## src/rtl/cordic_pkg.sv

```systemverilog
// cordic_pkg: shared Q2.20 widths, arctan table, gain constant and FSM states
// for the iterative vectoring CORDIC (CORDIC_MAG_COMP_EN adds gain correction).
package cordic_pkg;

  localparam int CORDIC_W     = 22;
  localparam int CORDIC_FRAC  = 20;
  localparam int CORDIC_INT_W = 25;
  localparam int MAG_W        = CORDIC_INT_W + CORDIC_FRAC + 1;

  localparam logic [CORDIC_W-1:0] ATAN_TABLE [0:15] = '{
    22'd823550, 22'd486170, 22'd256879, 22'd130396,
    22'd65451,  22'd32757,  22'd16383,  22'd8192,
    22'd4096,   22'd2048,   22'd1024,   22'd512,
    22'd256,    22'd128,    22'd64,     22'd32
  };

  localparam logic [CORDIC_FRAC-1:0] K_INV = 20'd636750;

  localparam logic [CORDIC_W-1:0] MAG_MAX = 22'h1FFFFF;

  typedef enum logic [1:0] {
    IDLE,
    ITER,
    COMP
  } cordic_state_e;

  // Clamp a wide signed magnitude into [0, MAG_MAX].
  function automatic logic [CORDIC_W-1:0] sat_mag(
    input logic signed [MAG_W-1:0] v
  );
    logic [CORDIC_W-1:0] r;
    if (v[MAG_W-1])
      r = '0;
    else if (v > $signed({{(MAG_W-CORDIC_W){1'b0}}, MAG_MAX}))
      r = MAG_MAX;
    else
      r = v[CORDIC_W-1:0];
    return r;
  endfunction

endpackage

```

## src/rtl/cordic_vec_stage.sv

```systemverilog
// cordic_vec_stage: one combinational vectoring micro-rotation,
// steering y toward zero and accumulating the rotated angle in z.
module cordic_vec_stage
  import cordic_pkg::*;
(
  input  logic signed [CORDIC_INT_W-1:0] x_i,
  input  logic signed [CORDIC_INT_W-1:0] y_i,
  input  logic signed [CORDIC_W-1:0]     z_i,
  input  logic [3:0]                     shift_i,
  input  logic signed [CORDIC_W-1:0]     atan_i,
  output logic signed [CORDIC_INT_W-1:0] x_o,
  output logic signed [CORDIC_INT_W-1:0] y_o,
  output logic signed [CORDIC_W-1:0]     z_o
);

  logic signed [CORDIC_INT_W-1:0] xs;
  logic signed [CORDIC_INT_W-1:0] ys;
  logic                           d;

  assign xs = x_i >>> shift_i;
  assign ys = y_i >>> shift_i;
  assign d  = y_i[CORDIC_INT_W-1];

  always_comb begin
    if (d) begin
      x_o = x_i - ys;
      y_o = y_i + xs;
      z_o = z_i - atan_i;
    end else begin
      x_o = x_i + ys;
      y_o = y_i - xs;
      z_o = z_i + atan_i;
    end
  end

endmodule

```

## src/rtl/cordic_vectoring.sv

```systemverilog
// cordic_vectoring: iterative vectoring CORDIC returning atan(y/x) and magnitude.
// Define CORDIC_MAG_COMP_EN to add a COMP cycle that removes the CORDIC gain.
module cordic_vectoring
  import cordic_pkg::*;
#(
  parameter int ITERATIONS = 16
) (
  input  logic                clk,
  input  logic                reset,
  input  logic                start,
  input  logic [CORDIC_W-1:0] x_in,
  input  logic [CORDIC_W-1:0] y_in,
  output logic [CORDIC_W-1:0] angle_out,
  output logic [CORDIC_W-1:0] mag_out,
  output logic                quad_flip,
  output logic                busy,
  output logic                done
);

  localparam logic [3:0] LAST = 4'(ITERATIONS - 1);

  cordic_state_e state_q, state_d;

  logic signed [CORDIC_INT_W-1:0] x_q, x_d;
  logic signed [CORDIC_INT_W-1:0] y_q, y_d;
  logic signed [CORDIC_W-1:0]     z_q, z_d;
  logic [3:0]                     i_q, i_d;
  logic                           zero_q, zero_d;
  logic                           flip_q, flip_d;

  logic [CORDIC_W-1:0] angle_q, angle_d;
  logic [CORDIC_W-1:0] mag_q, mag_d;
  logic                qf_q, qf_d;
  logic                done_q, done_d;

  logic signed [CORDIC_INT_W-1:0] x_nx;
  logic signed [CORDIC_INT_W-1:0] y_nx;
  logic signed [CORDIC_W-1:0]     z_nx;

  logic signed [CORDIC_INT_W-1:0] xin_s;
  logic signed [CORDIC_INT_W-1:0] yin_s;

  logic                       wr;
  logic signed [CORDIC_W-1:0] wr_z;
  logic signed [MAG_W-1:0]    wr_v;

  assign xin_s = {{(CORDIC_INT_W-CORDIC_W){x_in[CORDIC_W-1]}}, x_in};
  assign yin_s = {{(CORDIC_INT_W-CORDIC_W){y_in[CORDIC_W-1]}}, y_in};

  cordic_vec_stage u_stage (
    .x_i     (x_q),
    .y_i     (y_q),
    .z_i     (z_q),
    .shift_i (i_q),
    .atan_i  (ATAN_TABLE[i_q]),
    .x_o     (x_nx),
    .y_o     (y_nx),
    .z_o     (z_nx)
  );

`ifdef CORDIC_MAG_COMP_EN
  logic signed [MAG_W-1:0] prod;

  assign prod = MAG_W'(x_q) * MAG_W'($signed({1'b0, K_INV}));
`endif

  always_comb begin
    state_d = state_q;
    x_d     = x_q;
    y_d     = y_q;
    z_d     = z_q;
    i_d     = i_q;
    zero_d  = zero_q;
    flip_d  = flip_q;
    angle_d = angle_q;
    mag_d   = mag_q;
    qf_d    = qf_q;
    done_d  = 1'b0;
    wr      = 1'b0;
    wr_z    = z_q;
    wr_v    = MAG_W'(x_q);

    unique case (state_q)
      IDLE: begin
        if (start) begin
          state_d = ITER;
          // Fold the left half-plane onto the right one.
          x_d     = x_in[CORDIC_W-1] ? -xin_s : xin_s;
          y_d     = x_in[CORDIC_W-1] ? -yin_s : yin_s;
          z_d     = '0;
          i_d     = '0;
          flip_d  = x_in[CORDIC_W-1];
          zero_d  = (x_in == '0) && (y_in == '0);
        end
      end
      ITER: begin
        x_d = x_nx;
        y_d = y_nx;
        z_d = z_nx;
        i_d = i_q + 4'd1;
        if (i_q == LAST) begin
`ifdef CORDIC_MAG_COMP_EN
          state_d = COMP;
`else
          state_d = IDLE;
          wr      = 1'b1;
          wr_z    = z_nx;
          wr_v    = MAG_W'(x_nx);
`endif
        end
      end
      COMP: begin
        state_d = IDLE;
`ifdef CORDIC_MAG_COMP_EN
        wr      = 1'b1;
        wr_z    = z_q;
        wr_v    = prod >>> CORDIC_FRAC;
`endif
      end
      default: state_d = IDLE;
    endcase

    if (wr) begin
      angle_d = zero_q ? '0 : wr_z;
      mag_d   = zero_q ? '0 : sat_mag(wr_v);
      qf_d    = flip_q;
      done_d  = 1'b1;
    end
  end

  always_ff @(posedge clk) begin
    if (reset) begin
      state_q <= IDLE;
      x_q     <= '0;
      y_q     <= '0;
      z_q     <= '0;
      i_q     <= '0;
      zero_q  <= 1'b0;
      flip_q  <= 1'b0;
      angle_q <= '0;
      mag_q   <= '0;
      qf_q    <= 1'b0;
      done_q  <= 1'b0;
    end else begin
      state_q <= state_d;
      x_q     <= x_d;
      y_q     <= y_d;
      z_q     <= z_d;
      i_q     <= i_d;
      zero_q  <= zero_d;
      flip_q  <= flip_d;
      angle_q <= angle_d;
      mag_q   <= mag_d;
      qf_q    <= qf_d;
      done_q  <= done_d;
    end
  end

  assign angle_out = angle_q;
  assign mag_out   = mag_q;
  assign quad_flip = qf_q;
  assign busy      = (state_q != IDLE);
  assign done      = done_q;

endmodule

```

## config.mk

```make
export PLATFORM = sky130hd
export DESIGN_NAME = cordic_vectoring
export DESIGN_NICKNAME = d
export VERILOG_FILES = /design/src/rtl/cordic_pkg.sv /design/src/rtl/cordic_vec_stage.sv /design/src/rtl/cordic_vectoring.sv
export SDC_FILE = /design/constraint.sdc
export NUM_CORES = 1
export LEC_CHECK = 0
export CORE_MARGIN = 2
export CORE_UTILIZATION = 35
export DETAILED_ROUTE_END_ITERATION = 6
export HOLD_SLACK_MARGIN = 0.1
export PLACE_DENSITY_LB_ADDON = 0.1
export RECOVER_POWER = 50
export SYNTH_ARGS = -nofsm -noshare
export SYNTH_HDL_FRONTEND = slang
export SYNTH_SLANG_ARGS = --single-unit
```

## constraint.sdc

```tcl
create_clock -name clk -period 14.8 [get_ports clk]
set_input_delay 1.48 -clock clk [delete_from_list [all_inputs] [get_ports clk]]
set_output_delay 1.48 -clock clk [all_outputs]
set_load 0.01 [all_outputs]
```

==> impl_metrics.toml, run 1 <==
[outcome]
status = "finished with violations"
violations = "capacitance limit, slew limit"

[worst_hold_path]
holdCritPathClass = "reg2reg"

[critical_path]
cp-start-kind = "register"
cp-endpoint = "mag_out[4]$_SDFFE_PP0P_"
critPathLaunch = "i_q[0]$_SDFFE_PP0P_"
crit_arrival_ns = 9.27
cp-end-kind = "register"
crit_fanout = 40
rr_endpoint = "mag_out[4]$_SDFFE_PP0P_"
r2r_setup_slack_ns = 5.82
worstSetupPathType = "reg2reg"
reg2reg_from = "i_q[0]$_SDFFE_PP0P_"
required_ns = 15.09
rr_worst_depth = 20

[floorplan]
fp.dieArea_sq_um = 42630
core_area_sq_um = 40650
initial_core_util = 0.3530
row_count = 74
die_x_um = 206.5
die_y_um = 206.5
io_pins = 94

[drt]
drt_iter0_drc = 1096
dr.pass1.iters = 6
wl_per_cell_um = 21.15
vias_per_cell = 5.870
vias = 13990
drc = 0
postRouteWirelength_mm = 50.41
ant_nets = 0

[global_routing]
antenna_found_initial = 1
grt_overflow = 0
grt_max_degree = 80
use_met1 = 0.3234
gr-usage-all-layers = 0.2388
met3_usage = 0.04841
grt_pass1_wl_mm = 77.85
top_usage_layer = "met2"
met2_usage = 0.3770
grt_pass1_vias = 13330

[timing]
hold_violations = 0
tns_ns = 0
fmax_ghz = 0.1114
maxSlewViolCount = 246
period_minus_slack_ns = 8.980
fin_crit_sh = 0.6068
worst_slew_pin_slew_ns = 2.877
skew_ns = 0.01055
relSlewSlack = -0.9251
rsz0062_at_grt = "no"
setup_violations = 0

[synth]
synth_ff_type = "dfxtp_1"
synth-edff-count = 0
synth_cells = 1828
yosysUniqueCellTypes = 95
synth_top_area_frac = 0.1744
postSynthAreaPerCell_sq_um = 7.849
synthArstFlopShare = 0
yosysWarnings = 0
ys_ff_latch = 125
synth_area_sq_um = 14350
synth_top_area_cell = "dfxtp_1"
synth_nets = 1960
synth_sequential_area_ratio = 0.1744
netlist_top_cells_area = "dfxtp_1 17%, mux4_2 7.7%, ha_1 7.2%, nor2_1 5.6%, a21oi_1 5.2%"

[clock_tree]
hold_buffers = 0
cts_tree = "built"
cts_made_buffers = 17
insertion_delay_ns = 0.46
cts_resized = 0
clock_sinks = 125
path_clk_slew_ns = 0.06
clk_path_buf_depth = 2
cts_setup_buffers = 0
htree_levels = 4
root_buffer = "clkbuf_16"

[power_and_ir_drop]
power_density_nw_per_um2 = 186.8
power_leakage_nw = 6.311
ir_drop_v = 0.00008679

[place]
placed_cell_area_sq_um = 15510
place.port_buffers = 93
place.gp.congestion = 0.9127
dp_hpwl_mm = 37.86

[finish]
fill_cells = 4261
nets = 1969
seq_area_sq_um = 2512
final_cell_mix = "214 x nor2_1, 161 x nand2_1, 148 x a21oi_1"
area_growth_pct = 11.74
final_area_sq_um = 16030
multi_input_area_sq_um = 11070
layout_commonest_cell = "nor2_1"
drive_gt1_frac = 0.09730

[run]
max_cap_viol_count = 6
[critical path, stage by stage (launching register included)]
cell	delay [ns]
dfxtp_1	1.38
clkbuf_1	1.66
nor2_1	0.57
a222oi_1	0.66
mux2_2	0.27
o221ai_2	0.14
nor4b_2	0.34
nor4b_2	0.29
nor2_1	0.08
xor2_1	0.18
o22ai_1	0.11
ha_1	0.39
and4_1	0.22
and3_1	0.27
nand3_1	0.10
nor3_1	0.18
nor3_1	0.08
or3_1	0.39
or3_1	0.64
nand3_1	0.67
o211ai_1	0.18
[state kept, by name, summed over array words and instances (netlist names)]
signal and count:
i_q 4, done 1, angle_out 22, x_q 25, z_q 22, state_q 1
zero_q 1, flip_q 1, y_q 25, quad_flip 1, mag_out 22
[layer usage]
layer / wire [um] / up-vias
met3: 2657 / 76
met1: 23520 / 6733
met5: 0 / -
met4: 1489 / 0
li1: - / 6796
met2: 22740 / 383
[how the worst min path moves through the flow]
stage,startpoint,end,depth (start not counted)
2_1_floorplan,flip_q$_SDFFE_PP0P_,quad_flip$_SDFFE_PP0P_,2
5_1_grt,mag_out[21]$_SDFFE_PP0P_,mag_out[21]$_SDFFE_PP0P_,1
3_3_place_gp,mag_out[21]$_SDFFE_PP0P_,mag_out[21]$_SDFFE_PP0P_,1
6_report,mag_out[14]$_SDFFE_PP0P_,mag_out[14]$_SDFFE_PP0P_,2
3_5_place_dp,angle_out[1]$_SDFFE_PP0P_,angle_out[1]$_SDFFE_PP0P_,2
4_1_cts,quad_flip$_SDFFE_PP0P_,quad_flip$_SDFFE_PP0P_,2
[per-stage QoR]
| stage | utilization | worst slack, ns | instances | power, mW | hold slack, ns |
|---|---|---|---|---|---|
| after global routing | 0.3944 | 4.972 | 2382 | 3.243 | 0.4739 |
| after global placement | 0.3815 | 7.861 | 2350 | 2.552 | 0.4410 |
| final | 0.3944 | 5.820 | 2383 | 2.996 | 0.4513 |
| after detailed placement | 0.3815 | 7.690 | 2350 | 2.556 | 0.4475 |
| after floorplan | - | 8.937 | 1828 | 2.049 | 0.4315 |
| after CTS | 0.3951 | 7.657 | 2382 | 2.984 | 0.4591 |
[Yosys cell counts, types with 28 or more instances]
master and n:
nand2_1 161, mux2i_1 42, or3_1 28, mux4_2 49, clkbuf_1 69, a211oi_1 38, xor2_1 73, a21oi_1 148
o21ai_0 89, nand3_1 29, ha_1 82, and3_1 30, nor2_1 213, mux2_2 31, inv_1 39, xnor2_1 75
nor3_1 32, o211ai_1 49, dfxtp_1 125, a21o_1 32
[logic make-up after synthesis]
kind of cell / after synthesis / share of synthesized area
simple gates: 622 / 0.2108
fa+ha+maj: 85 / 0.07569
mux: 131 / 0.1383
buf+inv: 167 / 0.05406
flops: 125 / 0.1744
compound gates: 550 / 0.2565
xor+xnor: 148 / 0.09034
[layout make-up]
type                            count  share of cell area
Clock inverter                     12            0.007102
Timing Repair Buffer              114             0.06657
Clock buffer                       20             0.02724
Antenna cell                        1           0.0001561
Sequential cell                   125              0.1567
Multi-Input combinational cell   1536              0.6906
Tap cell                          532             0.04152
Inverter                           43             0.01007
[where the power goes]
part	internal [mW]	total (mW)	switching [mW]
logic	0.858	2.02	1.16
clock network	0.232	0.412	0.180
registers	0.395	0.563	0.168
total	1.48	3.00	1.51
(Power assumes the default switching activity.)
==> run 2, diff against run 1 <==
==> constraint.sdc (replaced) <==
create_clock -name clk -period 7.3 [get_ports clk]
set_input_delay 0.73 -clock clk [delete_from_list [all_inputs] [get_ports clk]]
set_output_delay 0.73 -clock clk [all_outputs]
set_load 0.01 [all_outputs]
==> impl_metrics.toml, run 2 (synthesized netlist as in run 1, its figures left out) <==
[critical_path]
rr_endpoint = "mag_out[0]$_SDFFE_PP0P_"
cp-end-kind = "register"
worstSetupPathType = "reg2reg"
r2r_setup_slack_ns = 0.73
reg2reg_from = "i_q[3]$_SDFFE_PP0P_"
required_ns = 7.63
rr_worst_depth = 21
cp-start-kind = "register"
crit_arrival_ns = 6.90
crit_fanout = 30

[timing]
skew_ns = 0.02732
worst_slew_pin_slew_ns = 2.881
fmax_ghz = 0.1523
worst_slack_ns = 0.7343
hold_violations = 0
fin_hold_ws_ns = 0.4504
rsz0062_at_grt = "no"
period_minus_slack_ns = 6.566
maxSlewViolCount = 168
relSlewSlack = -0.9205
fin_crit_sh = 0.8994
setup_violations = 0
tns_ns = 0

[power_and_ir_drop]
power_density_nw_per_um2 = 379.8
power_leakage_nw = 6.375
totalPowerFinal_mw = 6.126
ir_drop_v = 0.0002002

[clock_tree]
path_clk_slew_ns = 0.07
clk_path_buf_depth = 2
root_buffer = "clkbuf_16"
htree_levels = 4
cts_tree = "built"
clock_sinks = 125
insertion_delay_ns = 0.50
cts_made_buffers = 17

[global_routing]
grt_overflow = 0
grt_max_degree = 60
gr-usage-all-layers = 0.2423
grt_pass1_vias = 13060
antenna_found_initial = 0
grt_pass1_wl_mm = 77.81

[finish]
top_regs = "x_q: 25 flops, y_q: 25 flops"
layout_commonest_cell = "nor2_1"
diodes = 0
nets = 1976
drive_gt1_frac = 0.1045
fill_cells = 4249
area_growth_pct = 12.41
final_area_sq_um = 16130
final_cell_mix = "213 x nor2_1, 161 x nand2_1, 148 x a21oi_1"

[drt]
drt_iter0_drc = 1055
vias_per_cell = 5.830
postRouteWirelength_mm = 50.62
drc = 0
wl_per_cell_um = 21.19
dr.pass1.iters = 6
ant_nets = 0
vias = 13930

[worst_hold_path]
holdPathStages = 2
holdCritPathClass = "reg2reg"
worstHoldStart = "angle_out[1]$_SDFFE_PP0P_"
min_to = "angle_out[1]$_SDFFE_PP0P_"

[place]
placed_cell_area_sq_um = 15560
place.gp.congestion = 0.9156
dp_hpwl_mm = 38.51
place.port_buffers = 93
dp_slack_ns = 0.6082

[floorplan]
row_count = 74
io_pins = 94
die_y_um = 206.5
fp.dieArea_sq_um = 42630
die_x_um = 206.5
core_area_sq_um = 40650
initial_core_util = 0.3530

[outcome]
violations = "capacitance limit, slew limit"
status = "finished with violations"

[run]
max_cap_viol_count = 4
## run 2: cell count changes in the layout (fill, tap and decap cells not counted), sizes merged
cell,previous run,this run
diode,1,0
buf,20,27
bufinv,1,0
clkbuf,23,22
clkinvlp,4,2
inv,43,48
clkinv,7,6
## run 2: critical path, cell delays in order (launching register included)
cell	delay [ns]
dfxtp_4	0.55
buf_4	0.42
clkinv_1	0.34
mux2_2	0.36
mux2i_2	0.27
ha_1	0.21
inv_1	0.06
o41ai_2	0.46
and4b_1	0.40
nand2_1	0.10
mux2i_1	0.16
o22ai_1	0.10
ha_1	0.39
a21o_1	0.23
a21o_1	0.20
a221o_1	0.36
or3_1	0.30
a21oi_1	0.14
nor3_1	0.08
xor2_1	0.21
nor3_2	0.89
o211ai_1	0.15
## run 2: worst max path at each step
stage | startpoint | endpoint | depth (start not counted)
3_5_place_dp | i_q[3]$_SDFFE_PP0P_ | mag_out[4]$_SDFFE_PP0P_ | 21
2_1_floorplan | i_q[1]$_SDFFE_PP0P_ | mag_out[10]$_SDFFE_PP0P_ | 29
6_report | i_q[3]$_SDFFE_PP0P_ | mag_out[0]$_SDFFE_PP0P_ | 21
5_1_grt | i_q[2]$_SDFFE_PP0P_ | mag_out[0]$_SDFFE_PP0P_ | 22
4_1_cts | i_q[3]$_SDFFE_PP0P_ | mag_out[0]$_SDFFE_PP0P_ | 21
3_3_place_gp | i_q[3]$_SDFFE_PP0P_ | mag_out[6]$_SDFFE_PP0P_ | 21
## run 2: power breakdown
group	internal [mW]	switching (mW)	leakage (nW)	total, mW
Sequential	0.801	0.299	1.03	1.10
Clock	0.474	0.405	0.281	0.879
Combinational	1.76	2.39	5.07	4.15
## run 2: final cells by class
type                    instances  area, sq um  area share
clock inverters                13        116.4    0.007214
flip-flops and latches        125         2519      0.1562
clock buffers                  19        464.2     0.02878
multi-input cells            1536        11080      0.6870
inverters                      43        161.4     0.01001
repair buffers                121         1122     0.06958
well taps                     532        665.6     0.04127
## run 2: routing by layer
layer  global-route usage  part of all wire  vias up
met4               0.1018             0.034        0
li1                     -                 -     6827
met3              0.04983             0.057       87
met1               0.3188              0.46     6618
met5                    0                 0        -
met2               0.3837              0.45      396
## run 2: timing repair
item,4_1_cts,5_1_grt
setup buffers,0,0
hold buffers,0,0
setup endpoints to repair,0,16
resized for setup,0,1
## run 2: metrics by stage
step	util	instances
2_1_floorplan	-	1828
3_3_place_gp	0.3828	2357
3_5_place_dp	0.3828	2357
4_1_cts	0.3971	2389
5_1_grt	0.3968	2389
6_report	0.3968	2389
==> run 3, diff against run 2 <==
--- a/config.mk
+++ b/config.mk
@@ -5,6 +5,7 @@
 export SDC_FILE = /design/constraint.sdc
 export NUM_CORES = 1
 export LEC_CHECK = 0
+export CORE_ASPECT_RATIO = 1.25
 export CORE_MARGIN = 2
 export CORE_UTILIZATION = 35
 export DETAILED_ROUTE_END_ITERATION = 6
==> impl_metrics.toml, run 3 (synthesized netlist as in run 1, its figures left out) <==
[outcome]
status = "finished with violations"
violations = "capacitance limit, slew limit"

[clock_tree]
htree_levels = 4
root_buffer = "clkbuf_16"
cts_tree = "built"
cts_setup_buffers = 0
cts_made_buffers = 17
clk_path_buf_depth = 2
path_clk_slew_ns = 0.06
hold_buffers = 0
insertion_delay_ns = 0.47
clock_sinks = 125
cts_resized = 0

[drt]
drt_iter0_drc = 902
postRouteWirelength_mm = 50.86
wl_per_cell_um = 21.13
vias = 13980
dr.pass1.iters = 5
drc = 0
vias_per_cell = 5.806
ant_nets = 0

[floorplan]
io_pins = 94
row_count = 82
die_x_um = 185.1
initial_core_util = 0.3559
fp.dieArea_sq_um = 42640
core_area_sq_um = 40320
die_y_um = 230.4

[place]
place.port_buffers = 93
placed_cell_area_sq_um = 15600
dp_slack_ns = 0.8658
place.gp.congestion = 0.9249
dp_hpwl_mm = 38.86
placed_cells = 2374

[timing]
fin_crit_sh = 0.8940
period_minus_slack_ns = 6.526
relSlewSlack = -0.9787
fmax_ghz = 0.1532
worst_slew_pin_slew_ns = 2.957
worst_slack_ns = 0.7738
rsz0062_at_grt = "no"
skew_ns = 0.01717
maxSlewViolCount = 183
tns_ns = 0
setup_violations = 0
hold_violations = 0

[power_and_ir_drop]
combPwrFrac = 0.676
pwr-share-seq = 0.184
ir_drop_v = 0.0002149
p_clk_frac = 0.141
power_density_nw_per_um2 = 377.3
p_int_mw = 3.042
switching_share = 0.5009
p_switching_mw = 3.052
power_leakage_nw = 6.380

[critical_path]
crit_arrival_ns = 6.84
required_ns = 7.62
path_cells = "mux2_1, mux4_2, mux2i_2, ha_1, inv_1, o41ai_2, and4b_1, nand2_1, mux2i_1, o22ai_1, ha_1, and4_1, and3_1, nand3_1, nor3_1, nor3_1, or3_1, or3_1, buf_4, nand3_1, o211ai_1"
worst-path-buf-inv = 2
worstSetupPathType = "reg2reg"
max_stage_delay_ns = 0.61
r2r_setup_slack_ns = 0.77
crit_fanout = 37
cp-end-kind = "register"
cp-start-kind = "register"
crit_path_top_delay_cell = "dfxtp_4"
cp_top_family = "simple AND/OR/NAND/NOR gates"

[finish]
final_core_util = 0.4005
final_cells = 2407
top_regs = "x_q: 25 flops, y_q: 25 flops"
nets = 1979
final_area_sq_um = 16150
layout_commonest_cell = "nor2_1"
area_growth_pct = 12.56
drive_gt1_frac = 0.1038
final_cell_mix = "213 x nor2_1, 161 x nand2_1, 148 x a21oi_1"

[global_routing]
grt_overflow = 0
grt_max_degree = 61
antenna_found_initial = 0
gr-usage-all-layers = 0.2432
grt_pass1_vias = 13780
grt_pass1_wl_mm = 79.98

[worst_hold_path]
holdCritPathClass = "reg2reg"

[run]
max_cap_viol_count = 4
-- run 3: changes by cell type in the layout (fill, tap and decap cells not counted), moves of 2 or more --
| cell | delta |
|---|---|
| clkbuf_1 | +2 |
| buf_4 | +3 |
| inv_6 | -3 |
| inv_8 | -2 |
-- run 3: path summary, 6_finish.rpt --
check / from / endpoint / cells past startpoint
hold / removal: angle_out[20]$_SDFFE_PP0P_ / angle_out[20]$_SDFFE_PP0P_ / 2
setup / recovery: i_q[3]$_SDFFE_PP0P_ / mag_out[9]$_SDFFE_PP0P_ / 21
setup reg to reg: i_q[3]$_SDFFE_PP0P_ / mag_out[9]$_SDFFE_PP0P_ / 21
hold reg to reg: angle_out[20]$_SDFFE_PP0P_ / angle_out[20]$_SDFFE_PP0P_ / 2
-- run 3: routing by layer --
layer,GRT usage,share of wire,wire [um]
met2,0.4304,0.51,25690
met1,0.2962,0.42,21240
met3,0.03344,0.046,2356
met5,0,0,0
met4,0.09251,0.031,1560
-- run 3: final cells by class --
| cell class | instances | area [sq um] |
|---|---|---|
| inverter | 43 | 161.4 |
| timing repair buffer | 124 | 1145 |
| multi-input combinational | 1536 | 11080 |
| fill | 4204 | 24170 |
| sequential | 125 | 2515 |
| clock buffer | 21 | 460.4 |
| antenna | 1 | 2.502 |
| clock inverter | 11 | 107.6 |
| tap | 546 | 683.2 |
-- run 3: stage by stage --
step                total power, mW  hold WS [ns]
floorplan                     4.155        0.4315
global placement              5.196        0.4418
detailed placement            5.205        0.4447
CTS                           6.100        0.4575
global route                  6.605        0.4680
finish                        6.094        0.4460
-- run 3: power by group through the flow --
stage	sequential (mW)	combinational (mW)	clock (mW)
4_1_cts	1.11	4.12	0.879
3_5_place_dp	1.12	4.08	0
3_3_place_gp	1.12	4.07	0
5_1_grt	1.13	4.57	0.900
2_1_floorplan	0.941	3.21	0
6_report	1.12	4.12	0.859
-- run 3: tightest hold or removal path, cell delays in order (launching register included) --
cell     delay [ns]
dfxtp_1        0.32
nand2_1        0.04
o21ai_0        0.05
